<file path="src/rtl/multichannel_input_conditioner_if.sv">
// Bundle of the pin-side and logic-side signals of the multichannel input conditioner.
//   noisysignal  raw asynchronous inputs, one per channel
//   enable       per-channel requalification enable (synchronous)
//   conditioned  debounced, synchronised level per channel
//   positiveedge one-cycle pulse on a 0->1 change of conditioned
//   negativeedge one-cycle pulse on a 1->0 change of conditioned
//   anyedge      OR of all edge pulses, aligned with them
// master: the side that drives the pins (system or bench); slave: the conditioner.
interface multichannel_input_conditioner_if #(
  parameter int unsigned CHANNELS = 4
) ();
  logic [CHANNELS-1:0] noisysignal;
  logic [CHANNELS-1:0] enable;
  logic [CHANNELS-1:0] conditioned;
  logic [CHANNELS-1:0] positiveedge;
  logic [CHANNELS-1:0] negativeedge;
  logic                anyedge;

  modport master (
    output noisysignal,
    output enable,
    input  conditioned,
    input  positiveedge,
    input  negativeedge,
    input  anyedge
  );

  modport slave (
    input  noisysignal,
    input  enable,
    output conditioned,
    output positiveedge,
    output negativeedge,
    output anyedge
  );
endinterface

</file>
<file path="src/rtl/multichannel_input_conditioner.sv">
// Multichannel input conditioner: per channel, optional inversion, a SYNCSTAGES-deep synchroniser,
// a debouncer that accepts a new level only after WAITTIME+1 consecutive differing samples, and
// single-cycle rising/falling edge pulses. anyedge flags a pulse on any channel in the same cycle.
// Ports:
//   clk_i    system clock, all state on posedge
//   reset_i  synchronous active-high reset
//   bus      slave side of multichannel_input_conditioner_if (inputs, enables, outputs)
module multichannel_input_conditioner #(
  parameter int unsigned         CHANNELS     = 4,
  parameter int unsigned         SYNCSTAGES   = 2,
  parameter int unsigned         COUNTERWIDTH = 5,
  parameter int unsigned         WAITTIME     = 10,
  parameter logic [CHANNELS-1:0] INVERT       = '0
) (
  input  logic                           clk_i,
  input  logic                           reset_i,
  multichannel_input_conditioner_if.slave bus
);

  localparam logic [COUNTERWIDTH-1:0] WaitCnt = COUNTERWIDTH'(WAITTIME);
  localparam logic [COUNTERWIDTH-1:0] CntOne  = COUNTERWIDTH'(1);

  // Power-up values match the reset values.
  logic [CHANNELS-1:0][SYNCSTAGES-1:0]   sync_q  = '0;
  logic [CHANNELS-1:0][SYNCSTAGES-1:0]   sync_d;
  logic [CHANNELS-1:0][COUNTERWIDTH-1:0] count_q = '0;
  logic [CHANNELS-1:0][COUNTERWIDTH-1:0] count_d;
  logic [CHANNELS-1:0]                   cond_q  = '0;
  logic [CHANNELS-1:0]                   cond_d;
  logic [CHANNELS-1:0]                   pos_q   = '0;
  logic [CHANNELS-1:0]                   pos_d;
  logic [CHANNELS-1:0]                   neg_q   = '0;
  logic [CHANNELS-1:0]                   neg_d;
  logic                                  any_q   = 1'b0;
  logic                                  any_d;

  always_comb begin
    sync_d  = sync_q;
    count_d = '0;
    cond_d  = cond_q;
    pos_d   = '0;
    neg_d   = '0;
    for (int unsigned i = 0; i < CHANNELS; i++) begin
      sync_d[i] = {sync_q[i][SYNCSTAGES-2:0], bus.noisysignal[i] ^ INVERT[i]};
      // The last synchroniser stage is the sample the debouncer judges this cycle.
      if (!bus.enable[i]) begin
        // Frozen: level held, any count in progress dropped.
      end else if (sync_q[i][SYNCSTAGES-1] == cond_q[i]) begin
        // Input agrees with the accepted level: a glitch, if any, is over.
      end else if (count_q[i] == WaitCnt) begin
        cond_d[i] = sync_q[i][SYNCSTAGES-1];
        pos_d[i]  = sync_q[i][SYNCSTAGES-1];
        neg_d[i]  = ~sync_q[i][SYNCSTAGES-1];
      end else begin
        count_d[i] = count_q[i] + CntOne;
      end
    end
    any_d = |(pos_d | neg_d);
  end

  always_ff @(posedge clk_i) begin
    if (reset_i) begin
      sync_q  <= '0;
      count_q <= '0;
      cond_q  <= '0;
      pos_q   <= '0;
      neg_q   <= '0;
      any_q   <= 1'b0;
    end else begin
      sync_q  <= sync_d;
      count_q <= count_d;
      cond_q  <= cond_d;
      pos_q   <= pos_d;
      neg_q   <= neg_d;
      any_q   <= any_d;
    end
  end

  assign bus.conditioned  = cond_q;
  assign bus.positiveedge = pos_q;
  assign bus.negativeedge = neg_q;
  assign bus.anyedge      = any_q;

endmodule
</file>
<file path="src/flat_wrapper.sv">
// flat-port wrapper written by rule: the top's interface ports become plain ports
module multichannel_input_conditioner_flat 
#(
  parameter int unsigned         CHANNELS     = 4,
  parameter int unsigned         SYNCSTAGES   = 2,
  parameter int unsigned         COUNTERWIDTH = 5,
  parameter int unsigned         WAITTIME     = 10,
  parameter logic [CHANNELS-1:0] INVERT       = '0
)
  (clk_i, reset_i, bus_noisysignal, bus_enable, bus_conditioned, bus_positiveedge, bus_negativeedge, bus_anyedge);
  multichannel_input_conditioner_if #(.CHANNELS(CHANNELS)) bus_i ();
  input  logic clk_i;
  input  logic reset_i;
  input wire logic [$bits(bus_i.noisysignal)-1:0] bus_noisysignal;
  input wire logic [$bits(bus_i.enable)-1:0] bus_enable;
  output wire logic [$bits(bus_i.conditioned)-1:0] bus_conditioned;
  output wire logic [$bits(bus_i.positiveedge)-1:0] bus_positiveedge;
  output wire logic [$bits(bus_i.negativeedge)-1:0] bus_negativeedge;
  output wire logic [$bits(bus_i.anyedge)-1:0] bus_anyedge;
  assign bus_i.noisysignal = bus_noisysignal;
  assign bus_i.enable = bus_enable;
  assign bus_conditioned = bus_i.conditioned;
  assign bus_positiveedge = bus_i.positiveedge;
  assign bus_negativeedge = bus_i.negativeedge;
  assign bus_anyedge = bus_i.anyedge;
  multichannel_input_conditioner #(.CHANNELS(CHANNELS), .SYNCSTAGES(SYNCSTAGES), .COUNTERWIDTH(COUNTERWIDTH), .WAITTIME(WAITTIME), .INVERT(INVERT)) u_core (.clk_i(clk_i), .reset_i(reset_i), .bus(bus_i));
endmodule
</file>
<file path="config.mk">
export PLATFORM = sky130hd
export DESIGN_NAME = multichannel_input_conditioner_flat
export DESIGN_NICKNAME = d
export VERILOG_FILES = /design/src/rtl/multichannel_input_conditioner_if.sv /design/src/rtl/multichannel_input_conditioner.sv /design/src/flat_wrapper.sv
export SDC_FILE = /design/constraint.sdc
export NUM_CORES = 1
export LEC_CHECK = 0
export CORE_UTILIZATION = 47
export DETAILED_ROUTE_END_ITERATION = 8
export GPL_ROUTABILITY_DRIVEN = 0
export GPL_TIMING_DRIVEN = 0
export PLACE_DENSITY = 0.73
export SETUP_SLACK_MARGIN = 0.02
export SYNTH_ARGS = -nofsm -noshare
export SYNTH_HDL_FRONTEND = slang
export SYNTH_SLANG_ARGS = --single-unit
</file>
<file path="constraint.sdc">
create_clock -name clk_i -period 1 [get_ports clk_i]
set_input_delay 0.1 -clock clk_i [delete_from_list [all_inputs] [get_ports clk_i]]
set_output_delay 0.1 -clock clk_i [all_outputs]
set_load 0.1 [all_outputs]
</file>
Word-level counts from Yosys, hierarchy flattened
Cells that the tools add are included.
Widths: inputs -> output; s select.
- add/sub/neg operators: 4
- equal/unequal tests: 8
- multiplexer cells: 24
- bitwise operators: 13
- reduce and logical (&&, ||, !) cells: 9
- operator list (operator ; count):
    $mux 1 ; 24
    $add 5x1->5 const B ; 4
    $eq 5x4->1 const B ; 4
    $reduce_or 4->1 ; 5
    $not 1->1 ; 12
    $reduce_and 3->1 ; 4
    $eq 1x1->1 ; 4
    $or 4x4->4 ; 1
- flip-flop bits (word level): 41
- input bits: 10
- output and inout bits: 13
- word-level logic and storage cells: 73

Logic depth before layout (Yosys ltp)
- depth in word-level cells: 6
- mapped depth: 5
- mapped depth without buffers: 5

Least setup slack after synthesis
No wires, ideal clock.
- kind: flip-flop to flip-flop
- start point: register u_core.cond_q[3] (netlist: u_core.bus.conditioned[3])
- end point: register u_core.any_q (netlist: u_core.bus.anyedge)
- setup time: 77 ps
- arrival: 1562 ps
- data required time: 923 ps
- slack: -639 ps
- cell stages (with the launch flop): 4
- buffers on the path: 0
- period minus slack after synthesis: 1639 ps
- path through: dfxtp_1 xor2_2 nand3_2 a41oi_2
- word-level cells in the longest chain between the ends: 5
- elaborated cells on any way between the ends: 7
- those cells by class: eq/ne: 1; mux: 4; bitwise: 1; reduce/logical: 1
- RTL lines (element ; RTL line ; text):
    from (decl) ; multichannel_input_conditioner.sv:28 ; logic [CHANNELS-1:0] cond_q = '0;
    from (signal assigned) ; multichannel_input_conditioner.sv:72 ; cond_q <= cond_d;
    $eq 1x1->1 * ; multichannel_input_conditioner.sv:48 ; end else if (sync_q[i][SYNCSTAGES-1] == cond_q[i]) begin
    $mux 1 ; multichannel_input_conditioner.sv:48 ;
    $mux 1 ; multichannel_input_conditioner.sv:46 ; if (!bus.enable[i]) begin
    $or 4x4->4 * ; multichannel_input_conditioner.sv:58 ; any_d = |(pos_d | neg_d);
    $reduce_or 4->1 * ; multichannel_input_conditioner.sv:58 ;
    to (signal assigned) ; multichannel_input_conditioner.sv:75 ; any_q <= any_d;
    to (decl) ; multichannel_input_conditioner.sv:34 ; logic any_q = 1'b0;
Mark *: on every way between the ends. The rest lies on a longest branch, timed or not.
A chain may end at the register's enable or synchronous reset.

Worst setup path in the final report
- start point: register u_core.count_q[11] in the netlist's numbering
- end point: register u_core.any_q (netlist: u_core.bus.anyedge)
- word-level cells in the longest chain between the ends: 6
- elaborated cells on any way between the ends: 9
- those cells by class: eq/ne: 1; mux: 6; bitwise: 1; reduce/logical: 1
- RTL lines (element ; RTL line ; text):
    from (decl) ; multichannel_input_conditioner.sv:26 ; logic [CHANNELS-1:0][COUNTERWIDTH-1:0] count_q = '0;
    from (signal assigned) ; multichannel_input_conditioner.sv:71 ; count_q <= count_d;
    $eq 5x4->1 * ; multichannel_input_conditioner.sv:50 ; end else if (count_q[i] == WaitCnt) begin
    $mux 1 ; multichannel_input_conditioner.sv:50 ;
    $mux 1 ; multichannel_input_conditioner.sv:48 ;
    $mux 1 ; multichannel_input_conditioner.sv:46 ;
    $or 4x4->4 * ; multichannel_input_conditioner.sv:58 ;
    $reduce_or 4->1 * ; multichannel_input_conditioner.sv:58 ;
Marks and branches as above.

==> impl_metrics.tcl <==
set metrics [dict create \
    pin_count 23 \
    grt.overflow.total 0 \
    ys_types 27 \
    remaining_drc_errors 0 \
    root_buffer "clkbuf_4" \
    ys_warn_count 0 \
    path_cells "ha_4, and4bb_1, nand3_1, a41oi_2" \
    crit_type "reg -> reg" \
    first_global_vias 1253 \
    syn_nets 170 \
    path_clk_slew_ns 0.14 \
    die_x_um 60.6 \
    dieArea_um2 3680 \
    portBuffers 22 \
    track_usage_pct 20.7 \
    synthArstFlopShare_pct 0 \
    synthesis.area_um2 1620 \
    start_kind "flip-flop" \
    skew_ns 0.0221 \
    wl_mm 3.74 \
    core-area_um2 3150 \
    relSlewSlack_pct 80.7 \
    viasPerCell 5.25 \
    hold_class "in -> reg" \
    ys_ff_latch 41 \
    area_delta_synth_final_pct 58.9 \
    critical-path-top-delay-family "simple AND/OR/NAND/NOR gates" \
    cts_buffer_depth 2 \
    dp_slack_ns -0.599 \
    hold_slack_ns 0.290 \
    die_h_um 60.6 \
    drv_cap 0 \
    yosys.area.top_type "dfxtp_1" \
    clock_latency_ns 0.36 \
    synth.avg_cell_area_um2 10.6 \
    finalCritPeriodShare_pct 123 \
    cts_tree "built" \
    start_util_pct 51.2 \
    drt_pass1_iterations 4 \
    cp-end-kind "flip-flop" \
    stdcell_area_um2 2570 \
    timing.final.ws_setup_ns -0.233 \
    clkSinkCount 41 \
    route.detailed.wl_per_inst_um 15.7 \
    violations "negative setup slack" \
    crit_required_ns 1.30 \
    drt_iter0_drc 75 \
    place_area_um2 1990 \
    synth_cells 152 \
    fp-row-count 20 \
    worstMarginPinSlew_ns 0.289 \
    synth-seq-area-share_pct 50.8 \
    yosys-top-cells-area "dfxtp_1 (51%), ha_1 (6.2%), xor2_1 (4.9%)" \
    synth_ff_type "dfxtp_1" \
    synth_edf_count 0 \
    path_max_fanout 2 \
    cp.arrival_ns 1.53 \
    netlist.area_leader.share_pct 50.8 \
    grt_pass1_wl_mm 5.40 \
    path_buf_inv 0 \
    drv_slew 0 \
    antenna_found_initial 0 \
    cpPeakStageDelay_ns 0.38 \
    status "finished with violations" \
    fin_nets 211 \
    powerDensity_nw_per_um2 1140 \
    cp_slowest_cell "dfxtp_2" \
    fmax_mhz 811 \
    ys_top_cells_by_count "dfxtp_1 (41), nor2_1 (19), nand3_1 (13)" \
    rsz0062_at_grt "yes" \
    grt_max_degree 14 \
    leakagePower_nw 0.870 \
    n_antenna_cell 0 \
    num_vias 1250 \
    htreeDepth 2 \
    drive_above_1_share_pct 56.7 \
    post-route-min-period_ns 1.23 \
    numCtsBuffers 5 \
    final_antenna_net_count 0 \
    synth.most_common_cell "dfxtp_1" \
    hpwlAfterDp_mm 2.07 \
    vdd_drop_max_v 0.000869 \
    hold_violations 0 \
    finalSetupViolations 40 \
]
[area by class of cell]
| type | count | area (um^2) |
|---|---|---|
| flip-flops and latches | 41 | 872 |
| well taps | 44 | 55.1 |
| clock buffers | 6 | 51.3 |
| clock inverters | 2 | 37.5 |
| multi-input cells | 101 | 1060 |
| plain buffers | 2 | 10.0 |
| inverters | 8 | 30.0 |
| repair buffers | 34 | 455 |
| fillers | 183 | 586 |
[cell families after synthesis]
kind of cell / count (synthesis) / synth area share (%)
AOI/OAI and AO/OA: 9 / 3.80
xor gates and xnor gates: 16 / 9.61
and+or+nand+nor: 68 / 27.2
DFF: 41 / 50.8
buffers and inverters: 10 / 2.40
adders and majority gates: 8 / 6.20
[layout by cell type, fill, tap and decap left out, drive strengths merged, types with 5 or more instances in the layout]
cell type / synthesis / final
dfxtp: 41 / 41
ha: 8 / 8
nand3: 15 / 15
buf: 2 / 26
clkdlybuf4s50: 0 / 9
nor2b: 9 / 9
xnor2: 5 / 5
nor2: 19 / 19
xor2: 11 / 11
clkbuf: 0 / 7
inv: 8 / 8
[path summary, 6_finish.rpt]
check / from / end / slack [ns] / cells after the start
setup / recovery: u_core.count_q[11] / u_core.bus.anyedge / -0.23 / 4
hold / removal: bus_noisysignal[1] / u_core.sync_d[3] / 0.29 / 2
setup reg to reg: u_core.count_q[11] / u_core.bus.anyedge / -0.23 / 4
hold reg to reg: u_core.sync_d[1] / u_core.sync_q[1] / 0.45 / 1
[flip-flops by register name, summed over array words and instances, names as in the netlist]
| register | flops |
|---|---|
| u_core.bus.anyedge | 1 |
| u_core.bus.conditioned | 4 |
| u_core.bus.negativeedge | 4 |
| u_core.bus.positiveedge | 4 |
| u_core.count_q | 20 |
| u_core.sync_d | 4 |
| u_core.sync_q | 4 |
[power by group]
part / switching (mW) / internal (mW)
clock: 0.552 / 0.594
sequential: 0.0194 / 1.63
combinational: 0.0648 / 0.0687
[per-layer routing]
metal  track usage, %  part of all wire, %
met1             21.8                   42
met2             36.6                   52
met3             7.25                  3.7
met4             10.4                  2.6
met5                0                    0
[timing repair]
item                       4_1_cts  5_1_grt
hold buffers                     0        0
resized for setup              148       28
setup endpoints to repair       46       46
pin swaps                       17       10
buffers inserted                 8        4
[per-stage QoR]
| step | instances | TNS [ns] | total power, mW | util (%) |
|---|---|---|---|---|
| 6_report | 238 | -3.00 | 2.93 | 81.4 |
| 5_1_grt | 238 | -5.65 | 3.05 | 81.4 |
| 4_1_cts | 234 | -2.21 | 2.93 | 76.7 |
| 3_5_place_dp | 218 | -15.60 | 1.80 | 63.1 |
| 3_3_place_gp | 218 | -15.32 | 1.80 | 63.1 |
| 2_1_floorplan | 152 | -1.55 | 1.74 | - |
No activity file was read; power rests on OpenSTA's default activity.
